`src/rtl/spi_pktfifo.sv`:
```
// Packet elastic buffer ahead of the SPI top's emesh input: access/packet/wait in, access/packet/wait out.
// Optional sticky push-while-full flag is built only when SPI_PKTFIFO_OVERFLOW_EN is defined.
module spi_pktfifo #(
  parameter int AW    = 32,
  parameter int PW    = 104,
  parameter int DEPTH = 4,
  parameter int AFULL = 3
) (
  input  logic                     clk,
  input  logic                     nreset,
  input  logic                     access_in,
  input  logic [PW-1:0]            packet_in,
  output logic                     wait_out,
  output logic                     access_out,
  output logic [PW-1:0]            packet_out,
  input  logic                     wait_in,
  output logic [$clog2(DEPTH):0]   count,
  output logic                     prog_full,
  output logic                     empty,
  output logic                     overflow
);

  localparam int AB   = $clog2(DEPTH);
  localparam int PTRW = AB + 1;

  if (AW < 1) begin : g_bad_aw
    $error("spi_pktfifo: AW must be positive");
  end
  if (DEPTH < 2 || (DEPTH & (DEPTH - 1)) != 0) begin : g_bad_depth
    $error("spi_pktfifo: DEPTH must be a power of two >= 2");
  end
  if (AFULL < 1 || AFULL > DEPTH) begin : g_bad_afull
    $error("spi_pktfifo: AFULL must be in 1..DEPTH");
  end

  logic [PW-1:0]   mem_q [DEPTH];
  logic [PTRW-1:0] wr_ptr_q, wr_ptr_d;
  logic [PTRW-1:0] rd_ptr_q, rd_ptr_d;
  logic [PTRW-1:0] count_q, count_d;
  logic            full;
  logic            push;
  logic            pop;

  // Pointers carry one extra wrap bit so full and empty are distinguishable.
  assign full  = (wr_ptr_q[AB] != rd_ptr_q[AB]) && (wr_ptr_q[AB-1:0] == rd_ptr_q[AB-1:0]);
  assign empty = (wr_ptr_q == rd_ptr_q);

  assign push = access_in && !full;
  assign pop  = !empty && !wait_in;

  always_comb begin
    wr_ptr_d = wr_ptr_q + {{AB{1'b0}}, push};
    rd_ptr_d = rd_ptr_q + {{AB{1'b0}}, pop};
    count_d  = count_q;
    if (push && !pop) begin
      count_d = count_q + 1'b1;
    end else if (pop && !push) begin
      count_d = count_q - 1'b1;
    end
  end

  always_ff @(posedge clk or negedge nreset) begin
    if (!nreset) begin
      wr_ptr_q <= '0;
      rd_ptr_q <= '0;
      count_q  <= '0;
    end else begin
      wr_ptr_q <= wr_ptr_d;
      rd_ptr_q <= rd_ptr_d;
      count_q  <= count_d;
    end
  end

  // Storage carries no reset; stale entries are unreachable once the pointers clear.
  always_ff @(posedge clk) begin
    if (push) begin
      mem_q[wr_ptr_q[AB-1:0]] <= packet_in;
    end
  end

  assign access_out = !empty;
  assign packet_out = mem_q[rd_ptr_q[AB-1:0]];
  assign wait_out   = full;
  assign count      = count_q;
  assign prog_full  = (count_q >= PTRW'(AFULL));

`ifdef SPI_PKTFIFO_OVERFLOW_EN
  logic overflow_q;

  always_ff @(posedge clk or negedge nreset) begin
    if (!nreset) begin
      overflow_q <= 1'b0;
    end else if (access_in && full) begin
      overflow_q <= 1'b1;
    end
  end

  assign overflow = overflow_q;
`else
  assign overflow = 1'b0;
`endif

endmodule
```
`config.mk`:
```
export PLATFORM = sky130hd
export DESIGN_NAME = spi_pktfifo
export DESIGN_NICKNAME = d
export VERILOG_FILES = /design/src/rtl/spi_pktfifo.sv
export SDC_FILE = /design/constraint.sdc
export NUM_CORES = 1
export LEC_CHECK = 0
export BUFFER_PORTS_ARGS = -buffer_cell sky130_fd_sc_hd__buf_2
export CORE_UTILIZATION = 55
export DETAILED_ROUTE_END_ITERATION = 12
export PLACE_DENSITY = 0.88
export SYNTH_ARGS = -nofsm -noshare
export SYNTH_HDL_FRONTEND = slang
export SYNTH_SLANG_ARGS = --single-unit
```
`constraint.sdc`:
```
create_clock -name clk -period 21.1 [get_ports clk]
set_clock_uncertainty 0.1 [all_clocks]
set_input_delay 4.22 -clock clk [delete_from_list [all_inputs] [get_ports clk]]
set_output_delay 4.22 -clock clk [all_outputs]
set_load 0.02 [all_outputs]
```
==> results of run 1 <==
-- sequential cells by signal, indices dropped and copies added (netlist names) --
signal	cells
count	3
mem_q	416
wr_ptr_q	3
rd_ptr_q	3
-- cell type report --
class | count | area (um^2) | share of cell area, %
diodes | 3 | 7.51 | 0.0409
clock buffers | 57 | 1160 | 6.31
clock inverters | 18 | 215 | 1.17
inverters | 3 | 11.3 | 0.0613
multi-input cells | 132 | 2600 | 14.2
flip-flops and latches | 425 | 12700 | 69.3
well taps | 378 | 473 | 2.58
repair buffers | 229 | 1170 | 6.39
-- routing by layer --
metal	up-vias	wire length, um
li1	3029	-
met1	3640	11300
met2	292	14400
met3	48	2230
met4	4	529
met5	-	27
-- worst max path at each step --
stage                  endpoint  slack, ns  cells after the start
finish                    empty      13.73                      4
global route         access_out      13.36                      5
global placement     access_out      14.28                      5
floorplan           mem_q[2][0]       8.33                      2
detailed placement        empty      14.26                      4
CTS                       empty      13.62                      4
-- metrics by stage --
stage	utilization (%)	instance area, um^2	hold slack [ns]	instances	total power [W]
4_1_cts	66.1	18400	0.394	1242	0.00287
3_5_place_dp	61.1	17000	0.380	1167	0.00213
6_report	66.1	18400	0.392	1245	0.00283
2_1_floorplan	-	15500	0.362	585	0.00190
3_3_place_gp	61.1	17000	0.375	1167	0.00210
5_1_grt	66.1	18400	0.401	1242	0.00296
-- critical path, delay by kind of cell, from the launching register on --
family	cells	cell delay, ns
xor gates and xnor gates	1	0.25
buffers and inverters	2	1.08
DFF	1	0.66
and+or+nand+nor	1	0.43
-- kinds of logic (layout without fill, tap and decap cells) --
kind of cell,after synthesis,after routing,share of synthesized area [%]
DFF,425,425,81.8
muxes,105,105,15.1
buffers and inverters,28,307,1.58
and+or+nand+nor,10,10,0.346
xor gates and xnor gates,8,8,0.451
adders and majority gates,6,6,0.531
AOI/OAI and AO/OA,2,2,0.0966
other,1,4,0.0241
-- cell usage in the layout, fill, tap and decap left out, drive strengths merged, types with 3 or more instances in the layout --
| master | instances |
|---|---|
| dfrtp | 9 |
| xor2 | 6 |
| nor3b | 3 |
| bufinv | 5 |
| mux4 | 104 |
| ha | 5 |
| clkbuf | 57 |
| edfxtp | 416 |
| buf | 229 |
| diode | 3 |
| nor2 | 3 |
| clkinv | 12 |
| inv | 4 |
-- power breakdown --
group,internal (W),switching (W)
Sequential,0.00115,0.0000831
Clock,0.000445,0.000288
Combinational,0.000348,0.000524
Total,0.00194,0.000895
==> flow_summary.json, run 1 <==
{
  "synth.distinct_cells": 22,
  "global_route.usage.met3_pct": 4.79,
  "grt_most_used_layer": "met2",
  "synth_area_leader_cell": "edfxtp_1",
  "numCtsBuffers": 41,
  "layout-area-overhead-vs-synth_pct": 18.2,
  "crit_path_cell_trace": "buf_4 -> xor2_1 -> nor3b_1 -> buf_2",
  "grt.met1_usage_pct": 26.4,
  "tritoncts_num_sinks": 425,
  "cp-start-kind": "flop",
  "detail-route-antenna-nets": 0,
  "timing.hold.worst_endpoint": "wr_ptr_q[2]",
  "critical_path_slowest_stage_cell": "buf_4",
  "dpl.hpwl_um": 16500,
  "grt.met2_usage_pct": 34.0,
  "timing.rr.start": "rd_ptr_q[0]",
  "timing.reg2reg.setup_slack_ns": 16.96,
  "rsz0062_at_grt": "no",
  "slew_violations": 0,
  "min_period_over_period_pct": 34.9,
  "setup_viol_count_final": 0,
  "synth_top_cells_by_count": "edfxtp_1, mux4_2, buf_2",
  "wl_per_cell_um": 22.9,
  "power.ir.vdd_worst_mv": 0.131,
  "die-area_mm2": 0.0289,
  "die_x_um": 170,
  "grt_pass1_wl_um": 42900,
  "drt_pre_antenna_iters": 4,
  "p_leak_nw": 6.30,
  "ys_seq_elements": 425,
  "synth_area_per_cell_um2": 26.6,
  "timing.critical_path.to_type": "output pin",
  "layout.filler_cells": 1794,
  "max_root_sink_buffers": 3,
  "grt_antenna_before_repair": 4,
  "final_hold_viol_count": 0,
  "delay_contributed_by_the_slowest_stage_of_the_critical_path_ns": 0.83,
  "first_global_vias": 7606,
  "yosysSeqAreaShare_pct": 81.8,
  "clock_insertion_delay_worst_skew_ns": 0.52,
  "post-synth-top-count-cell": "edfxtp_1",
  "postSynthNetCount": 699,
  "crit_path_max_fanout": 51,
  "timing_worst_setup_path_type": "flop to output pin",
  "combined_area_of_all_synthesized_cells_mm2": 0.0155,
  "synth_largest_type_area_fraction_pct": 80.4,
  "cts_h_tree_lvls": 2,
  "cts_post_setup_buffers_inserted": 0,
  "power_per_cell_area_mw_per_mm2": 154,
  "finalWeightedCongestion": 0.742,
  "startpoint": "rd_ptr_q[0]",
  "grt_use_total_pct": 20.2,
  "yosysWarningCount": 0,
  "timing.reg2reg.worst_path_depth": 8,
  "synthesis.instances": 585,
  "cts_hold_repair.buffers": 0,
  "grt_max_degree": 63,
  "nets": 946,
  "worst_hold_path.num_cells": 1,
  "clock_slew_seen_by_the_registers_of_the_worst_setup_and_hold_paths_ns": 0.06,
  "num_io_pins": 220,
  "timing_worst_slew_pin_value_ns": 1.04,
  "min_period_ns": 7.37,
  "dpl_worst_slack_ns": 14.26,
  "status": "complete, no violations",
  "initialDrtViolationCount": 588,
  "placement_rows": 61,
  "holdCritStartpoint": "wr_ptr_q[2]",
  "initial_core_util_pct": 55.9,
  "routed_wl_um": 28500,
  "timing.hold.worst.class": "flop to flop",
  "cts_tree": "yes",
  "synth_flop_cell": "edfxtp_1",
  "coreArea_mm2": 0.0278,
  "num_vias": 7013,
  "drive_gt1_share_pct": 46.5,
  "worstReg2RegEnd": "count[1]",
  "drc": 0,
  "timing.final.ws_setup_ns": 13.73,
  "cp.arrival_ns": 3.05,
  "required_time_at_the_endpoint_of_the_critical_path_ns": 16.78,
  "maxCapViolations": 0,
  "floorplan.die.height_um": 170,
  "place.port_buffers": 218,
  "cts_root_buffer": "clkbuf_16",
  "postCtsResizedCells": 0,
  "overall_overflow_remaining_after_global_route": 0,
  "synthArstFlopShare_pct": 2.12,
  "synth_edf_count": 416,
  "fin_tns_setup_ns": 0,
  "post_synth_main_area_contributors": "edfxtp_1, mux4_2, dfrtp_1",
  "timing.fmax_mhz": 136,
  "dr_vias_cell": 5.63,
  "worst_slew_margin_rel_pct": 29.9
}
(Power assumes the default switching activity.)
==> run 2: changes to the inputs <==
--- a/config.mk
+++ b/config.mk
@@ -5,10 +5,11 @@
 export SDC_FILE = /design/constraint.sdc
 export NUM_CORES = 1
 export LEC_CHECK = 0
+export ABC_AREA = 1
 export BUFFER_PORTS_ARGS = -buffer_cell sky130_fd_sc_hd__buf_2
-export CORE_UTILIZATION = 55
+export CORE_UTILIZATION = 51
 export DETAILED_ROUTE_END_ITERATION = 12
-export PLACE_DENSITY = 0.88
+export PLACE_DENSITY = 0.86
 export SYNTH_ARGS = -nofsm -noshare
 export SYNTH_HDL_FRONTEND = slang
 export SYNTH_SLANG_ARGS = --single-unit
==> constraint.sdc (replaced) <==
create_clock -name clk -period 6.05 [get_ports clk]
set_clock_uncertainty 0.1 [all_clocks]
set_input_delay 1.21 -clock clk [delete_from_list [all_inputs] [get_ports clk]]
set_output_delay 1.21 -clock clk [all_outputs]
set_load 0.02 [all_outputs]
==> flow_summary.json, run 2 <==
{
  "cts_tree": "yes",
  "cts_root_buffer": "clkbuf_16",
  "min_period_ns": 4.81,
  "drc": 0,
  "crit_path_cell_trace": "inv_6 -> buf_4 -> o21ai_0 -> o22ai_1 -> buf_2",
  "yosysWarningCount": 0,
  "timing.hold.worst_endpoint": "rd_ptr_q[2]",
  "finish.cell_count_without_fillers": 1719,
  "timing.hold.worst.class": "flop to flop",
  "holdCritStartpoint": "rd_ptr_q[2]",
  "final_cell_mix": "edfxtp_1, buf_2, o21ai_0, nor2_1, o22ai_1",
  "critical_path_slowest_stage_cell": "inv_6",
  "timing_worst_slew_pin_value_ns": 1.14,
  "rsz0062_at_grt": "no",
  "power_per_cell_area_mw_per_mm2": 553,
  "combined_area_of_all_synthesized_cells_mm2": 0.0159,
  "required_time_at_the_endpoint_of_the_critical_path_ns": 4.74,
  "dpl.hpwl_um": 18800,
  "place.port_buffers": 218,
  "timing.final.ws_setup_ns": 1.24,
  "worst_hold_slack_ns": 0.396,
  "delay_contributed_by_the_slowest_stage_of_the_critical_path_ns": 0.95,
  "cts_h_tree_lvls": 2,
  "worstReg2RegEnd": "mem_q[0][101]",
  "total_power_after_layout_w": 0.0104,
  "num_vias": 9724,
  "initialDrtViolationCount": 764,
  "finalWeightedCongestion": 0.738,
  "maxCapViolations": 0,
  "yosysSeqAreaShare_pct": 79.8,
  "slew_violations": 0,
  "drive_gt1_share_pct": 24.8,
  "synth_area_per_cell_um2": 14.9,
  "placement_rows": 64,
  "min_period_over_period_pct": 79.4,
  "drt_pre_antenna_iters": 7,
  "tritoncts_num_sinks": 425,
  "status": "complete, no violations",
  "worst_slew_margin_rel_pct": 23.8,
  "die_x_um": 179,
  "layout.filler_cells": 2186,
  "synth_top_cells_by_count": "edfxtp_1, o21ai_0, nor2_1",
  "grt_antenna_before_repair": 8,
  "first_global_vias": 9697,
  "synth_area_leader_cell": "edfxtp_1",
  "timing.reg2reg.setup_slack_ns": 1.86,
  "power.ir.vdd_worst_mv": 0.374,
  "synthesis.instances": 1070,
  "layout.cells.most_common": "edfxtp_1",
  "path_delay_family": "buffers and inverters",
  "synth_flop_cell": "edfxtp_1",
  "grt_max_degree": 142,
  "max_root_sink_buffers": 3,
  "dr_vias_cell": 5.66,
  "floorplan.die.height_um": 179,
  "dpl_worst_slack_ns": 1.76,
  "postCtsResizedCells": 0,
  "timing_worst_setup_path_type": "flop to output pin",
  "timing.reg2reg.worst_path_depth": 7,
  "die-area_mm2": 0.0319,
  "setup_viol_count_final": 0,
  "cts_hold_repair.buffers": 0,
  "worst_hold_path.num_cells": 1,
  "clock_insertion_delay_worst_skew_ns": 0.52,
  "routed_wl_um": 33700,
  "layout-area-overhead-vs-synth_pct": 17.5,
  "post-place-cells": 1631,
  "cts_post_setup_buffers_inserted": 0,
  "initial_core_util_pct": 51.9,
  "postSynthNetCount": 1184,
  "num_io_pins": 220,
  "post-synth-top-count-cell": "edfxtp_1",
  "wl_per_cell_um": 19.6,
  "nets": 1393,
  "final_hold_viol_count": 0,
  "timing.critical_path.to_type": "output pin",
  "timing.fmax_mhz": 208,
  "overall_overflow_remaining_after_global_route": 0,
  "multiInputGateArea_mm2": 0.00280,
  "synth_largest_type_area_fraction_pct": 78.4,
  "coreArea_mm2": 0.0307,
  "cp-start-kind": "flop",
  "cp.buffers_inverters": 3,
  "final-seq-area_mm2": 0.0127,
  "timing.rr.start": "rd_ptr_q[0]",
  "numCtsBuffers": 42,
  "grt_pass1_wl_um": 50400,
  "post_synth_main_area_contributors": "edfxtp_1, o21ai_0, nor2_1",
  "grt_use_total_pct": 20.9,
  "ys_seq_elements": 425,
  "cp.arrival_ns": 3.50,
  "largest_reg_flops": 416,
  "synth.distinct_cells": 26,
  "p_leak_nw": 6.54,
  "crit_path_max_fanout": 141,
  "clock_slew_seen_by_the_registers_of_the_worst_setup_and_hold_paths_ns": 0.06,
  "synthArstFlopShare_pct": 2.12,
  "detail-route-antenna-nets": 0,
  "synth_edf_count": 416
}
[run 2: how the worst max path moves through the flow]
stage,to,slack (ns),from,depth (start not counted)
6_report,packet_out[41],1.24,rd_ptr_q[0],5
5_1_grt,packet_out[72],1.01,rd_ptr_q[0],5
4_1_cts,packet_out[72],1.22,rd_ptr_q[0],5
3_5_place_dp,packet_out[72],1.76,rd_ptr_q[0],5
3_3_place_gp,packet_out[75],1.91,rd_ptr_q[0],5
2_1_floorplan,mem_q[0][0],-0.23,access_in,2
[run 2: area by class of cell]
type	instances	area share (%)
clock buffer	51	6.14
inverter	16	0.354
antenna	10	0.134
tap	396	2.65
multi-input combinational	560	15.0
timing repair buffer	234	6.54
sequential	425	68.0
clock inverter	27	1.26
[run 2: metrics by stage]
stage	TNS [ns]	utilization, %	area [um^2]
final	0	61.0	18700
after floorplan	-95.48	-	15900
after global routing	0	61.0	18700
after global placement	0	56.4	17300
after CTS	0	60.9	18700
after detailed placement	0	56.4	17300
[run 2: power breakdown]
part / switching (W) / leakage [nW] / total [W] / internal, W
Combinational: 0.00257 / 1.94 / 0.00358 / 0.00101
Clock: 0.00104 / 0.680 / 0.00257 / 0.00153
Sequential: 0.000283 / 3.92 / 0.00421 / 0.00392
[run 2: cells by family (layout without fill, tap and decap cells)]
kind of cell | after synthesis | in the layout | synth area share, %
XOR/XNOR | 4 | 4 | 0.220
other | 1 | 11 | 0.0235
AO/OA/AOI/OAI | 312 | 312 | 10.6
flip-flops | 425 | 425 | 79.8
buffers and inverters | 85 | 328 | 2.77
AND/OR/NAND/NOR | 237 | 237 | 6.00
adder cells (fa/ha/maj) | 6 | 6 | 0.518
[run 2: layer usage]
metal	share of wire [%]	GRT usage [%]	up-vias	routed length [um]
li1	-	-	4459	-
met1	38	25.3	4780	12900
met2	50	35.8	420	16900
met3	9.1	5.98	63	3060
met4	2.3	6.74	2	763
met5	0.039	0	-	13
